===== src/rtl/wb_prefetch_buffer.sv =====
// rtl/wb_prefetch_buffer.sv - Wishbone line-prefetch read buffer in front of a slow BRAM slave
// Optional hit/miss statistics counters are built when PREFETCH_STATS_EN is defined.
module wb_prefetch_buffer #(
  parameter int          DEPTH     = 8,
  parameter logic [31:0] BASE_ADDR = 32'h3800_0000,
  parameter logic [31:0] WIN_BYTES = 32'h0040_0000
) (
  input  logic        wb_clk_i,
  input  logic        wb_rst_i,
  input  logic        wbs_cyc_i,
  input  logic        wbs_stb_i,
  input  logic        wbs_we_i,
  input  logic [3:0]  wbs_sel_i,
  input  logic [31:0] wbs_adr_i,
  input  logic [31:0] wbs_dat_i,
  output logic        wbs_ack_o,
  output logic [31:0] wbs_dat_o,
  output logic        wbm_cyc_o,
  output logic        wbm_stb_o,
  output logic        wbm_we_o,
  output logic [3:0]  wbm_sel_o,
  output logic [31:0] wbm_adr_o,
  output logic [31:0] wbm_dat_o,
  input  logic        wbm_ack_i,
  input  logic [31:0] wbm_dat_i,
  output logic [15:0] hit_cnt,
  output logic [15:0] miss_cnt
);
  localparam int IW = $clog2(DEPTH);
  localparam int LB = IW + 2;

  typedef enum logic [1:0] {IDLE, HIT, FILL, PASS} state_t;
  state_t state;

  logic [31:0]      cap_adr, cap_dat;
  logic             cap_we;
  logic [3:0]       cap_sel;
  logic [31:0]      tag;
  logic [DEPTH-1:0] valid;
  logic [31:0]      line_buf [DEPTH];
  logic [IW-1:0]    beat;
  logic             up_live;

  logic          req, req_in_win, req_hit, cap_in_win, cap_hit;
  logic [IW-1:0] req_idx, cap_idx, beat_nxt;
  logic [31:0]   req_line, cap_line, next_beat_adr;

  // A request still showing stb while its ack is on the bus is the one just served.
  assign req        = wbs_cyc_i & wbs_stb_i & ~wbs_ack_o;
  assign req_idx    = wbs_adr_i[LB-1:2];
  assign req_line   = {wbs_adr_i[31:LB], {LB{1'b0}}};
  assign req_in_win = (wbs_adr_i - BASE_ADDR) < WIN_BYTES;
  assign req_hit    = req_in_win && (tag == req_line) && valid[req_idx];

  assign cap_idx    = cap_adr[LB-1:2];
  assign cap_line   = {cap_adr[31:LB], {LB{1'b0}}};
  assign cap_in_win = (cap_adr - BASE_ADDR) < WIN_BYTES;
  assign cap_hit    = cap_in_win && (tag == cap_line) && valid[cap_idx];

  assign beat_nxt      = beat + IW'(1);
  assign next_beat_adr = tag + {{(30-IW){1'b0}}, beat_nxt, 2'b00};

  always_ff @(posedge wb_clk_i) begin
    if (wb_rst_i) begin
      state     <= IDLE;
      valid     <= '0;
      tag       <= '0;
      beat      <= '0;
      up_live   <= 1'b0;
      cap_adr   <= '0;
      cap_dat   <= '0;
      cap_we    <= 1'b0;
      cap_sel   <= '0;
      wbs_ack_o <= 1'b0;
      wbs_dat_o <= '0;
      wbm_cyc_o <= 1'b0;
      wbm_stb_o <= 1'b0;
      wbm_we_o  <= 1'b0;
      wbm_sel_o <= '0;
      wbm_adr_o <= '0;
      wbm_dat_o <= '0;
    end else begin
      wbs_ack_o <= 1'b0;
      case (state)
        IDLE: if (req) begin
          cap_adr <= wbs_adr_i;
          cap_dat <= wbs_dat_i;
          cap_we  <= wbs_we_i;
          cap_sel <= wbs_sel_i;
          up_live <= 1'b1;
          if (wbs_we_i || !req_in_win) begin
            state     <= PASS;
            wbm_cyc_o <= 1'b1;
            wbm_stb_o <= 1'b1;
            wbm_we_o  <= wbs_we_i;
            wbm_sel_o <= wbs_sel_i;
            wbm_adr_o <= wbs_adr_i;
            wbm_dat_o <= wbs_dat_i;
          end else if (req_hit) begin
            state <= HIT;
          end else begin
            state     <= FILL;
            tag       <= req_line;
            valid     <= '0;
            beat      <= '0;
            wbm_cyc_o <= 1'b1;
            wbm_stb_o <= 1'b1;
            wbm_we_o  <= 1'b0;
            wbm_sel_o <= 4'hF;
            wbm_adr_o <= req_line;
          end
        end
        HIT: begin
          wbs_ack_o <= 1'b1;
          wbs_dat_o <= line_buf[cap_idx];
          state     <= IDLE;
        end
        FILL: begin
          if (!wbs_cyc_i) up_live <= 1'b0;
          if (wbm_stb_o && wbm_ack_i) begin
            wbm_stb_o   <= 1'b0;
            valid[beat] <= 1'b1;
            // Early restart: the requested word goes upstream as soon as it lands.
            if (beat == cap_idx) begin
              up_live <= 1'b0;
              if (up_live && wbs_cyc_i) begin
                wbs_ack_o <= 1'b1;
                wbs_dat_o <= wbm_dat_i;
              end
            end
            if (beat == IW'(DEPTH-1)) begin
              wbm_cyc_o <= 1'b0;
              state     <= IDLE;
            end else begin
              beat      <= beat_nxt;
              wbm_adr_o <= next_beat_adr;
            end
          end else if (!wbm_stb_o) begin
            wbm_stb_o <= 1'b1;
          end
        end
        PASS: begin
          if (!wbs_cyc_i) up_live <= 1'b0;
          if (wbm_stb_o && wbm_ack_i) begin
            wbm_cyc_o <= 1'b0;
            wbm_stb_o <= 1'b0;
            wbm_we_o  <= 1'b0;
            state     <= IDLE;
            if (up_live && wbs_cyc_i) begin
              wbs_ack_o <= 1'b1;
              if (!cap_we) wbs_dat_o <= wbm_dat_i;
            end
          end
        end
        default: state <= IDLE;
      endcase
    end
  end

  // Line storage; write-through merges land with the downstream write ack.
  always_ff @(posedge wb_clk_i) begin
    if (!wb_rst_i && wbm_stb_o && wbm_ack_i) begin
      if (state == FILL) begin
        line_buf[beat] <= wbm_dat_i;
      end else if (state == PASS && cap_we && cap_hit) begin
        for (int b = 0; b < 4; b++)
          if (cap_sel[b]) line_buf[cap_idx][8*b +: 8] <= cap_dat[8*b +: 8];
      end
    end
  end

`ifdef PREFETCH_STATS_EN
  always_ff @(posedge wb_clk_i) begin
    if (wb_rst_i) begin
      hit_cnt  <= '0;
      miss_cnt <= '0;
    end else begin
      if (state == HIT && hit_cnt != 16'hFFFF) hit_cnt <= hit_cnt + 16'd1;
      if (state == IDLE && req && !wbs_we_i && req_in_win && !req_hit && miss_cnt != 16'hFFFF)
        miss_cnt <= miss_cnt + 16'd1;
    end
  end
`else
  assign hit_cnt  = '0;
  assign miss_cnt = '0;
`endif

endmodule

===== config.mk =====
export PLATFORM = sky130hd
export DESIGN_NAME = wb_prefetch_buffer
export DESIGN_NICKNAME = d
export VERILOG_FILES = /design/src/rtl/wb_prefetch_buffer.sv
export SDC_FILE = /design/constraint.sdc
export NUM_CORES = 1
export LEC_CHECK = 0
export ABC_AREA = 1
export CORE_UTILIZATION = 51
export CTS_CLUSTER_DIAMETER = 120
export DETAILED_ROUTE_END_ITERATION = 10
export DONT_BUFFER_PORTS = 1
export HOLD_SLACK_MARGIN = 0.06
export MAX_ROUTING_LAYER = met4
export PLACE_DENSITY = 0.66
export REMOVE_ABC_BUFFERS = 1
export SYNTH_ARGS = -nofsm -noshare
export SYNTH_HDL_FRONTEND = slang
export SYNTH_SLANG_ARGS = --single-unit
export TNS_END_PERCENT = 10

===== constraint.sdc =====
create_clock -name wb_clk_i -period 3.2 [get_ports wb_clk_i]
set_clock_uncertainty 0.1 [all_clocks]
set_input_delay 0.64 -clock wb_clk_i [delete_from_list [all_inputs] [get_ports wb_clk_i]]
set_output_delay 0.64 -clock wb_clk_i [all_outputs]
set_load 0.01 [all_outputs]

==> summary.txt <==
Startpoint Class - flip-flop
pins over their slew limit - 0
total design power - 13.8 mW
detailed placement HPWL - 37.1 mm
class of the most critical hold timing path - in -> reg
adder-cell share of the synthesized area - 0.00243
endpoint of the lowest-slack register-to-register path - line_buf[0][31]
number of flip-flops and latches in the synthesized netlist - 471
total gr overflow - 0
DRT Wirelength - 56.7 mm
termination of the worst setup path - line_buf[0][31]
slack of the critical path - 0.341 ns
TritonCTS clock tree - yes
largest driver fanout on the critical path - 18
post-CTS resize count - 0
crit-path most repeated cell - nand2_1
xor-xnor portion of the synthesized cell area - 0.0102
detailed router's first-iteration violation count - 1,037
top flip-flop cell by instance count after synthesis - edfxtp_1
delay of the slowest critical-path stage - 0.49 ns
standard-cell row count - 73
number of max-cap violations - 0
count of warnings emitted by yosys - 0
result of the run - finished, final reports clean
routed length per placed instance - 19.8 um
category of the critical setup timing path - reg -> reg
simple-gate share of the synthesized area - 0.216
Via density - 5.62
Lkg Pwr - 8.51 nW
Peak Freq - 350 MHz
number of placed instances, taps included - 2,777
post-route core utilization - 0.571
number of distinct library cell variants in the gate-level netlist after synthesis - 45
setup violation total in the final timing report - 0
Cell Chain, Critical Path - inv_2 > nand2_1 > nand3_1 > nand2_1 > nand2_1 > nand3_1 > nor2_1 > o211ai_4 > nand2_4 > inv_2 > buf_4 > nand2_1 > o21ai_1
Post-CTS Repair Setup Buffers - 0
area grow syn2layout - 10.4%
placeable core region - 39,800 sq um
IO Pins - 242
fin crit share - 0.894
H-tree depth - 2
Max transition margin - 0.432
Max rail drop VDD - 0.391 mV
setup slack of the most critical reg-to-reg path - 0.34 ns
CP Buf/Inv Count - 3
fraction of registers with async set/reset - 0
path length in cells of the critical path - 13
dominant combinational cell family by area after synthesis - simple AND/OR/NAND/NOR gates
post-layout net count - 2,414
TritonCTS Sinks - 471
clock tree root driver cell - clkbuf_16
Hold Worst Slack - 0.133 ns
Post-Place Setup Slack - 0.349 ns
largest net degree at the start of global routing - 129
detailed-route via count - 16,142
initial core utilization - 0.517
WP data arrival - 3.07 ns
share of cell area taken by muxes after synthesis - 0
number of remaining DRC errors - 0
required time at the endpoint of the critical path - 3.41 ns
complex-gate fraction of the synthesized area - 0.129
startpoint of the worst-slack reg-to-reg timing path - cap_adr[2]
cell with the largest stage delay on the worst path - dfxtp_1
count of flip-flops with a built-in enable after synthesis - 256
Final Hold Fails - 0
Critical Path End Type - flip-flop
number of antenna violations at the first check in global routing - 0
cell area reported after detailed placement - 21,100 sq um
die height - 203 um
synthesized area per cell - 8.87 sq um
buffers from clock root to sink, at most - 3
die area - 41,200 sq um
worst-margin pin slew - 0.851 ns
Skew-Pair Late Insertion Delay - 0.58 ns
residual antenna-violating net count after detailed routing - 0
unrepaired setup endpoints after global routing - false
Critical Path Source - cap_adr[2]
GRT Resource Usage Total - 0.285
Placer Congestion - 0.931
buffers added on ports - 0
Post-Syn Instances - 2,323
global-route wire length before repair - 88.3 mm
length in cells of the worst reg-to-reg path - 13
Clock Pin Slew Worst Setup and Hold Paths - 0.06 ns
largest area contributor in the netlist - edfxtp_1
Filler Cells Inserted - 3,539
number of buffers inserted for hold repair after clock tree synthesis - 1
Die X-Extent - 203 um
router iterations before antenna repair - 5
most common cell after layout, fill and taps aside - nor2_1
Cell Area, Synth - 20,600 sq um
biggest area contributors in the synthesized netlist - edfxtp_1 (37%), dfxtp_1 (21%), nor2_1 (9.0%)
final critical delay including setup and external delays - 2.86 ns
total CTS buffers - 49
Yosys top cell area share - 0.373
accumulated negative setup slack - 0 ns
post-layout instance area - 22,800 sq um
ratio of total power to cell area - 607 nW/um^2
count of inserted antenna diode cells - 0
family with the most delay on the worst path - buffers and inverters
proportion of layout cells with a drive suffix above 1 - 0.0823
sequential share of the synthesized area - 0.582
leading cell types in the layout, fill and taps excluded - nor2_1 (496), nand2_1 (456), edfxtp_1 (256), o21ai_0 (213), dfxtp_1 (213)
final std cells w/o fill - 2,870
vias in the first global route - 15,883
==> final cells by class <==
cell class / count / area, sq um / share of cell area
timing repair buffer: 63 / 543 / 0.0239
multi-input combinational: 1593 / 7490 / 0.329
sequential: 471 / 12000 / 0.527
tap: 525 / 657 / 0.0289
inverter: 126 / 478 / 0.0210
clock inverter: 15 / 128 / 0.00561
clock buffer: 77 / 1450 / 0.0639
==> Yosys cell counts, types with 4 or more instances <==
master,n
a211oi_1,54
a21oi_1,84
buf_1,9
buf_2,26
buf_4,32
clkbuf_1,97
dfxtp_1,215
edfxtp_1,256
ha_1,4
inv_1,102
inv_2,21
nand2_1,457
nand2_2,6
nand2_4,5
nand3_1,91
nand3_2,9
nand4_1,12
nor2_1,496
o21a_1,8
o21ai_0,213
o21ai_1,6
o31ai_1,4
o32ai_1,64
xnor2_1,9
xor2_1,15
==> power by group <==
group / internal, mW / total, mW / leakage, nW / switching [mW]
clock: 3.28 / 5.61 / 0.780 / 2.33
combinational: 0.438 / 1.43 / 3.67 / 0.989
sequential: 6.56 / 6.76 / 4.06 / 0.203
==> worst min-delay path by stage <==
stage / from / end / slack [ns] / cells past startpoint
2_1_floorplan: cap_dat[31] / cap_dat[31] / 0.33 / 2
3_3_place_gp: up_live / up_live / 0.35 / 2
3_5_place_dp: up_live / up_live / 0.35 / 2
4_1_cts: wbs_dat_i[18] / wbm_dat_o[18] / 0.11 / 2
5_1_grt: wbs_dat_i[16] / wbm_dat_o[16] / 0.12 / 2
6_report: wbs_dat_i[30] / wbm_dat_o[30] / 0.13 / 2
==> per-layer routing <==
| metal | global-route usage | vias up | part of all wire |
|---|---|---|---|
| met1 | 0.344 | 7690 | 0.41 |
| met4 | 0.114 | 0 | 0.037 |
| li1 | - | 7747 | - |
| met2 | 0.460 | 590 | 0.47 |
| met5 | - | - | 0 |
| met3 | 0.0674 | 115 | 0.078 |
==> cells by family after synthesis <==
| kind of cell | after synthesis |
|---|---|
| DFF | 471 |
| and+or+nand+nor | 1092 |
| buffers and inverters | 290 |
| other | 1 |
| xor gates and xnor gates | 24 |
| adders and majority gates | 4 |
| AOI/OAI and AO/OA | 441 |
==> state kept, by name, indices dropped and copies added, names as in the netlist, named ones only <==
signal	count
wbs_dat_o	32
state	2
wbm_stb_o	1
beat	3
cap_adr	30
wbs_ack_o	1
cap_we	1
valid	8
up_live	1
tag	27
wbm_we_o	1
wbm_dat_o	32
wbm_cyc_o	1
wbm_sel_o	4
cap_sel	4
line_buf	256
wbm_adr_o	32
cap_dat	32
(Power assumes the default switching activity.)
